`config.mk`:
```
export PLATFORM = sky130hd
export DESIGN_NAME = seat_request_issuer
export DESIGN_NICKNAME = d
export VERILOG_FILES = /design/src/rtl/seat_request_issuer.sv
export SDC_FILE = /design/constraint.sdc
export NUM_CORES = 1
export LEC_CHECK = 0
export BUFFER_PORTS_ARGS = -buffer_cell sky130_fd_sc_hd__buf_2
export CAP_MARGIN = 20
export CORE_MARGIN = 3
export CORE_UTILIZATION = 57
export CTS_CLUSTER_SIZE = 24
export DETAILED_ROUTE_END_ITERATION = 8
export PLACE_DENSITY_LB_ADDON = 0.05
export SETUP_SLACK_MARGIN = 0.1
export SYNTH_ARGS = -nofsm -noshare
export SYNTH_HDL_FRONTEND = slang
export SYNTH_SLANG_ARGS = --single-unit
export TNS_END_PERCENT = 100
```
`constraint.sdc`:
```
create_clock -name clk -period 3.94 [get_ports clk]
set_input_delay 0.394 -clock clk [delete_from_list [all_inputs] [get_ports clk]]
set_output_delay 0.394 -clock clk [all_outputs]
set_load 0.03 [all_outputs]
```
`src/rtl/seat_request_issuer.sv`:
```
// seat_request_issuer: buffers seat requests and config updates, issues them as spaced write/write_set pulses
// Ports: clk, rst_n (async active-low); req_* seat request handshake into a DEPTH-entry FIFO;
// cfg_* single-entry configuration slot; Student_No/Seat_No/Seat_State + write seat strobe;
// write_set config strobe; ban/limit_time held config; pending FIFO occupancy; req_err reject pulse.
// Optional: define SEAT_REQ_VALIDATE_EN to drop out-of-range requests and pulse req_err.
module seat_request_issuer #(
  parameter int DEPTH = 4,
  parameter int GAP = 1,
  parameter int MAX_SEAT = 31,
  parameter logic [1:0] BAN_RST = 2'd2,
  parameter logic [10:0] LIMIT_RST = 11'd5
) (
  input  logic clk,
  input  logic rst_n,
  input  logic req_valid,
  output logic req_ready,
  input  logic [31:0] req_student,
  input  logic [4:0] req_seat,
  input  logic [1:0] req_state,
  input  logic cfg_valid,
  output logic cfg_ready,
  input  logic [1:0] cfg_sel,
  input  logic [1:0] cfg_ban,
  input  logic [10:0] cfg_limit,
  output logic [31:0] Student_No,
  output logic [4:0] Seat_No,
  output logic [1:0] Seat_State,
  output logic write,
  output logic [1:0] write_set,
  output logic [10:0] limit_time,
  output logic [1:0] ban,
  output logic [$clog2(DEPTH):0] pending,
  output logic req_err
);
  localparam int AW = $clog2(DEPTH);
  typedef enum logic [1:0] {IDLE, SEAT, CFG, WAIT} state_t;
  state_t state;
  logic [38:0] mem [DEPTH];
  logic [AW-1:0] wr_ptr, rd_ptr;
  logic [AW:0] count;
  logic cfg_full;
  logic [1:0] slot_sel, slot_ban;
  logic [10:0] slot_limit;
  logic [3:0] cnt;
  logic accept, bad, push, pop, take, dispatch;
  assign accept = req_valid && req_ready;
`ifdef SEAT_REQ_VALIDATE_EN
  localparam logic [5:0] MAX = 6'(MAX_SEAT);
  assign bad = req_seat == 5'd0 || {1'b0, req_seat} > MAX || req_state == 2'd3;
  always_ff @(posedge clk or negedge rst_n)
    if (!rst_n) req_err <= 1'b0;
    else req_err <= accept && bad;
`else
  assign bad = 1'b0;
  assign req_err = 1'b0;
`endif
  assign push = accept && !bad;
  // the end of the idle gap dispatches directly so pulses can be GAP+1 cycles apart
  assign dispatch = state == IDLE || (state == WAIT && cnt == 4'd0);
  assign take = dispatch && cfg_full;
  assign pop = dispatch && !cfg_full && count != '0;
  assign req_ready = count != (AW+1)'(DEPTH);
  assign cfg_ready = !cfg_full;
  assign pending = count;
  always_ff @(posedge clk)
    if (push) mem[wr_ptr] <= {req_student, req_seat, req_state};
  always_ff @(posedge clk or negedge rst_n)
    if (!rst_n) begin
      wr_ptr <= '0;
      rd_ptr <= '0;
      count <= '0;
    end else begin
      if (push) wr_ptr <= wr_ptr + 1'b1;
      if (pop) rd_ptr <= rd_ptr + 1'b1;
      count <= count + (push ? 1'b1 : 1'b0) - (pop ? 1'b1 : 1'b0);
    end
  // invalid selectors are handshaken but never occupy the slot
  always_ff @(posedge clk or negedge rst_n)
    if (!rst_n) begin
      cfg_full <= 1'b0;
      slot_sel <= 2'd0;
      slot_ban <= 2'd0;
      slot_limit <= 11'd0;
    end else if (cfg_valid && !cfg_full && (cfg_sel == 2'd1 || cfg_sel == 2'd2)) begin
      cfg_full <= 1'b1;
      slot_sel <= cfg_sel;
      slot_ban <= cfg_ban;
      slot_limit <= cfg_limit;
    end else if (take) cfg_full <= 1'b0;
  always_ff @(posedge clk or negedge rst_n)
    if (!rst_n) begin
      state <= IDLE;
      cnt <= 4'd0;
      write <= 1'b0;
      write_set <= 2'd0;
      Student_No <= 32'd0;
      Seat_No <= 5'd0;
      Seat_State <= 2'd0;
      ban <= BAN_RST;
      limit_time <= LIMIT_RST;
    end else begin
      write <= pop;
      write_set <= take ? slot_sel : 2'd0;
      if (pop) {Student_No, Seat_No, Seat_State} <= mem[rd_ptr];
      if (take && slot_sel == 2'd1) ban <= slot_ban;
      if (take && slot_sel == 2'd2) limit_time <= slot_limit;
      if (dispatch) state <= take ? CFG : pop ? SEAT : IDLE;
      else if (state == WAIT) cnt <= cnt - 4'd1;
      else begin
        state <= GAP == 0 ? IDLE : WAIT;
        cnt <= 4'(GAP - 1);
      end
    end
endmodule

```
Word level (Yosys, flattened, before mapping):

Memory sizes are Yosys's and may differ from the RTL's. A register that Yosys moved wholly into a read port is not among the register bits.
Cells that the tools add are included.
Widths: inputs -> output; s select.

* bits in registers: 45
* RAM bits: 156
* input bits: 58
* memories: 1

* add/sub/neg operators: 5
* eq/ne operators: 7
* multiplexer cells: 12
* reductions and logical operators: 17

Memories
* mem: words 4, width 39, read ports 1, clocked after Yosys merged registers in 1, wr ports 1, RTL line 38 `logic [38:0] mem [DEPTH];`

Operators by type and width (number)
* $logic_and 1x1->1: 9
* $mux 2: 4
* $mux 1: 7
* $eq 2x2->1 const B: 3
* $add 2x1->2 const B: 2
* $eq 2x1->1 const B: 2
* $logic_not 4->1: 1
* $mux 4: 1
* $sub 4x1->4 const B: 1
* $add 3x1->3: 1
* $ne 3x3->1 const B: 1
* $reduce_bool 3->1: 1
* $sub 3x1->3: 1
* $logic_not 1->1: 2
* $logic_not 2->1: 1
* $logic_or 1x1->1: 2
* $ne 2x2->1 const B: 1
* $reduce_bool 2->1: 1

Longest topological paths before layout:

* depth in word-level cells: 8
* mapped depth: 12
* gate-level depth less buffers: 11

Worst setup path after synthesis:

Ideal clock, no wire load.

* kind: flip-flop to flip-flop
* from: register cnt[0]
* to: register count[2] (netlist: pending[2])
* arrival: 2692 ps
* data required time: 3803 ps
* setup slack: 1112 ps
* cell stages (with the launch flop): 13
* path through: dfrtp_1 inv_1 ha_1 nand4bb_4 a2111oi_4 buf_6 ha_1 inv_1 ha_1 inv_1 fa_1 xnor2_1 xnor2_1

* cells in the longest elaborated chain, start to end: 7

Ends and longest elaborated chain
* from (decl): RTL line 44 `logic [3:0] cnt;`
* from (signal assigned): RTL line 108 `else if (state == WAIT) cnt <= cnt - 4'd1;`
* from (signal assigned): RTL line 111 `cnt <= 4'(GAP - 1);`
* $logic_not 4->1: RTL line 59 `assign dispatch = state == IDLE || (state == WAIT && cnt == 4'd0);`
* $logic_and 1x1->1: RTL line 59
* $logic_or 1x1->1: RTL line 59
* $logic_and 1x1->1 (2 in series): RTL line 61 `assign pop = dispatch && !cfg_full && count != '0;`
* named net pop: RTL line 45 `logic accept, bad, push, pop, take, dispatch;`
* $mux 1: RTL line 75 `count <= count + (push ? 1'b1 : 1'b0) - (pop ? 1'b1 : 1'b0);`
* $sub 3x1->3: RTL line 75
* to (signal assigned): RTL line 75
* to (decl): RTL line 40 `logic [AW:0] count;`

The timed path passes the listed nets, and every way through them passes these cells.
A chain may end at the register's enable or synchronous reset.

Worst setup path in the final report:

* from: register cnt[0]
* to: register count[2] (netlist: pending[2])

* cells in the longest elaborated chain, start to end: 7

Ends and longest elaborated chain (RTL line)
* $logic_not 4->1: 59
* $logic_and 1x1->1: 59
* $logic_or 1x1->1: 59
* $logic_and 1x1->1 (2 in series): 61
* $mux 1: 75
* $sub 3x1->3: 75

No other way between the ends.

==> metrics.txt <==
# TYPE chip_impl_metric gauge
chip_impl_metric{name="detailed_route_via_count",unit=""} 4383
chip_impl_metric{name="cts.sinks",unit=""} 240
chip_impl_metric{name="max-slew-margin-rel",unit="%"} 20.5
chip_impl_info{name="endpoint_kind",value="register"} 1
chip_impl_metric{name="layout-area-overhead-vs-synth",unit="%"} 17.8
chip_impl_metric{name="worstSkewPairLatency",unit="ns"} 0.50
chip_impl_metric{name="port-buffer-count",unit=""} 117
chip_impl_metric{name="insertedDiodeCount",unit=""} 0
chip_impl_metric{name="max_slew.worst_pin.slew",unit="ns"} 1.19
chip_impl_metric{name="setup_violations",unit=""} 0
chip_impl_metric{name="clock-skew-final",unit="ns"} 0.00917
chip_impl_metric{name="die-area",unit="um^2"} 17600
chip_impl_metric{name="syn-cell-area",unit="um^2"} 9120
chip_impl_metric{name="wire_per_inst",unit="um"} 19.7
chip_impl_metric{name="ctsLongestPathBuffers",unit=""} 3
chip_impl_metric{name="async_reset_ff_share",unit="%"} 35.0
chip_impl_metric{name="globalRoute.totalOverflow",unit=""} 0
chip_impl_metric{name="top_level_ports",unit=""} 119
chip_impl_metric{name="initial_core_util",unit="%"} 59.1
chip_impl_info{name="slowest_stage_cell_on_the_critical_path",value="sky130_fd_sc_hd__dfrtp_1"} 1
chip_impl_metric{name="fin_nets",unit=""} 633
chip_impl_metric{name="final-hold-violation-count",unit=""} 37
chip_impl_metric{name="grt_pass1_vias",unit=""} 4780
chip_impl_metric{name="critPathArrivalTime",unit="ns"} 2.94
chip_impl_metric{name="die_h",unit="um"} 133
chip_impl_metric{name="floorplan.die.width",unit="um"} 133
chip_impl_info{name="timing.hold.worst.class",value="in2async"} 1
chip_impl_metric{name="timing.critical_path.required",unit="ns"} 4.32
chip_impl_metric{name="track_usage",unit="%"} 18.4
chip_impl_metric{name="grt_start_max_net_pins",unit=""} 60
chip_impl_metric{name="total_leakage_power",unit="nW"} 4.12
chip_impl_metric{name="tns",unit="ns"} 0
chip_impl_metric{name="number_of_enable_type_register_cells_in_the_synthesized_netlist",unit=""} 156
chip_impl_metric{name="cts.repair_timing.setup_buffer_count",unit=""} 0
chip_impl_info{name="synthTopCellsByArea",value="sky130_fd_sc_hd__edfxtp_1, sky130_fd_sc_hd__dfrtp_1, sky130_fd_sc_hd__mux4_2, sky130_fd_sc_hd__mux2_2, sky130_fd_sc_hd__mux2_4"} 1
chip_impl_info{name="cts_tree",value="built"} 1
chip_impl_metric{name="synthesis.instances",unit=""} 438
chip_impl_metric{name="finalHoldWorstSlack",unit="ns"} -0.0174
chip_impl_metric{name="cp_num_buf_inv",unit=""} 3
chip_impl_metric{name="synth.yosys.seq_area_share",unit="%"} 74.4
chip_impl_metric{name="synth_cell_types",unit=""} 43
chip_impl_metric{name="max_cap_viol_count",unit=""} 0
chip_impl_metric{name="total_count_of_max_transition_violations_in_the_final_report",unit=""} 0
chip_impl_metric{name="yosysWarnings",unit=""} 0
chip_impl_info{name="violations",value="negative hold slack"} 1
chip_impl_info{name="grt_setup_unrepaired",value="false"} 1
chip_impl_metric{name="drc",unit=""} 0
chip_impl_info{name="critPathTopFamily",value="adder cells"} 1
chip_impl_metric{name="timing.final.crit_period",unit="ns"} 2.56
chip_impl_metric{name="h-tree-depth",unit=""} 1
chip_impl_metric{name="gpl.final_weighted_congestion",unit=""} 0.705
chip_impl_metric{name="max_freq",unit="GHz"} 0.391
chip_impl_info{name="root_buffer",value="sky130_fd_sc_hd__clkbuf_16"} 1
chip_impl_metric{name="final_layout_size_suffix_gt1_share",unit="%"} 48.0
chip_impl_metric{name="cts-buffers-inserted",unit=""} 25
chip_impl_metric{name="cts.clk_slew.worst_paths",unit="ns"} 0.06
chip_impl_metric{name="postSynthRegisterBits",unit=""} 240
chip_impl_metric{name="power",unit="mW"} 9.16
chip_impl_metric{name="drt_iter0_drc",unit=""} 163
chip_impl_info{name="outcome",value="finished, violations left"} 1
chip_impl_metric{name="crit_path_max_incr_delay",unit="ns"} 0.40
chip_impl_metric{name="final_util",unit="%"} 69.7
chip_impl_info{name="synth_most_common_cell",value="sky130_fd_sc_hd__edfxtp_1"} 1
chip_impl_metric{name="post-dp-hpwl",unit="um"} 8700
chip_impl_info{name="ys_dominant_reg_cell",value="sky130_fd_sc_hd__edfxtp_1"} 1
chip_impl_metric{name="cts-hold-fix-buffers",unit=""} 0
chip_impl_metric{name="yosysTopAreaCellShare",unit="%"} 51.4
chip_impl_info{name="setup.worst_path.class",value="reg2reg"} 1
chip_impl_metric{name="vdd_drop_max",unit="uV"} 519
chip_impl_metric{name="synth.avg_cell_area",unit="um^2"} 20.8
chip_impl_metric{name="core_area",unit="um^2"} 15400
chip_impl_info{name="top_cell_type_by_total_area_after_synthesis",value="sky130_fd_sc_hd__edfxtp_1"} 1
chip_impl_metric{name="antenna_left",unit=""} 0
chip_impl_metric{name="grt_antenna_before_repair",unit=""} 1
chip_impl_metric{name="drt-total-wl",unit="um"} 15700
chip_impl_metric{name="drtPass1Iterations",unit=""} 4
chip_impl_info{name="critical_path.cell_chain",value="inv_1, ha_1, nand4bb_4, a2111oi_4, ha_1, inv_1, ha_1, inv_1, fa_1, xnor2_1, xnor2_1"} 1
chip_impl_metric{name="grt_first_pass_wirelength",unit="um"} 25400
chip_impl_metric{name="worst-path-max-fanout",unit=""} 5
chip_impl_info{name="synth_top_cells_by_count",value="sky130_fd_sc_hd__edfxtp_1, sky130_fd_sc_hd__dfrtp_1, sky130_fd_sc_hd__mux2_2"} 1
chip_impl_metric{name="power_per_standard_cell_area",unit="nW/um^2"} 852
chip_impl_metric{name="route.detailed.vias_per_inst",unit=""} 5.51
chip_impl_metric{name="syn_nets",unit=""} 504
chip_impl_metric{name="rows",unit=""} 45
chip_impl_metric{name="post_cts_sizing",unit=""} 0
chip_impl_metric{name="final_min_period_over_clock_period",unit="%"} 65.0
chip_impl_info{name="worst_setup_path_start_kind",value="register"} 1
layer usage:
layer,share of wire [%],GRT usage (%)
met1,42,23.7
met2,50,31.6
met3,6.5,4.87
met4,1.6,4.68
met5,0.045,0
power by group:
| part | leakage, nW | internal (mW) | switching [mW] | total, mW |
|---|---|---|---|---|
| Combinational | 1.31 | 1.39 | 1.52 | 2.90 |
| Sequential | 2.43 | 3.50 | 0.563 | 4.07 |
| Clock | 0.381 | 1.29 | 0.898 | 2.19 |
worst paths after layout:
| check | start | to | slack, ns | cells past startpoint |
|---|---|---|---|---|
| worst min register to register | limit_time[5]$_DFFE_PN0P_ | limit_time[5]$_DFFE_PN0P_ | 0.50 | 1 |
| worst min-delay path | rst_n | slot_limit[4]$_DFFE_PN0P_ | -0.02 | 1 |
| min in group clk | req_student[13] | mem[3][20]$_DFFE_PP_ | 0.10 | 1 |
| worst max-delay path | cnt[0]$_DFFE_PN0P_ | pending[2]$_DFF_PN0_ | 1.38 | 11 |
| max in group asynchronous | rst_n | rd_ptr[0]$_DFFE_PN0P_ | 3.05 | 2 |
| worst max register to register | cnt[0]$_DFFE_PN0P_ | pending[2]$_DFF_PN0_ | 1.38 | 11 |
cell families (layout without fill, tap and decap cells):
family | after synthesis | in the layout | synth area share, %
flip-flops | 240 | 240 | 74.4
multiplexers | 109 | 109 | 18.5
buffers and inverters | 32 | 179 | 1.81
AND/OR/NAND/NOR | 31 | 31 | 2.44
AO/OA/AOI/OAI | 12 | 12 | 1.08
adder cells (fa/ha/maj) | 8 | 8 | 1.18
XOR/XNOR | 5 | 5 | 0.480
other | 1 | 1 | 0.0411
stage by stage:
step                setup slack, ns  instances  area (um^2)
finish                         1.38        796        10700
global route                   1.14        796        10700
CTS                            1.36        792        10700
detailed placement             1.35        747         9880
floorplan                      1.11        438         9120
global placement               1.44        747         9880
cell type report:
class / instances / area (um^2)
Inverter: 11 / 41.3
Clock buffer: 33 / 686
Tap cell: 211 / 264
Clock inverter: 12 / 98.8
Multi-Input combinational cell: 166 / 2170
Timing Repair Buffer: 123 / 691
Sequential cell: 240 / 6800
Fill cell: 1031 / 4680
registers in the layout, indices dropped and copies added (netlist names):
| name | flops |
|---|---|
| write_set | 2 |
| Seat_State | 2 |
| Seat_No | 5 |
| rd_ptr | 2 |
| mem | 156 |
| Student_No | 32 |
| limit_time | 11 |
| slot_sel | 2 |
| ban | 2 |
| write | 1 |
| slot_limit | 11 |
| cfg_full | 1 |
| state | 2 |
| wr_ptr | 2 |
| pending | 3 |
| cnt | 4 |
| slot_ban | 2 |
placed cells by master, fill, tap and decap left out, drive strengths merged, types with 2 or more instances in the layout:
cell type    n
nor2         4
xnor2        3
buf        123
nand4bb      2
nor4b        2
inv         11
clkinvlp     2
mux2i        2
clkbuf      33
clkinv       9
and3         5
nor2b        2
a21oi        2
dfstp        3
o21ai        3
xor2         2
edfxtp     156
mux4        39
dfrtp       81
nand2        4
mux2        68
nor3         3
ha           7
nand4b       2
Note: power is estimated with default switching activity, not from simulation.
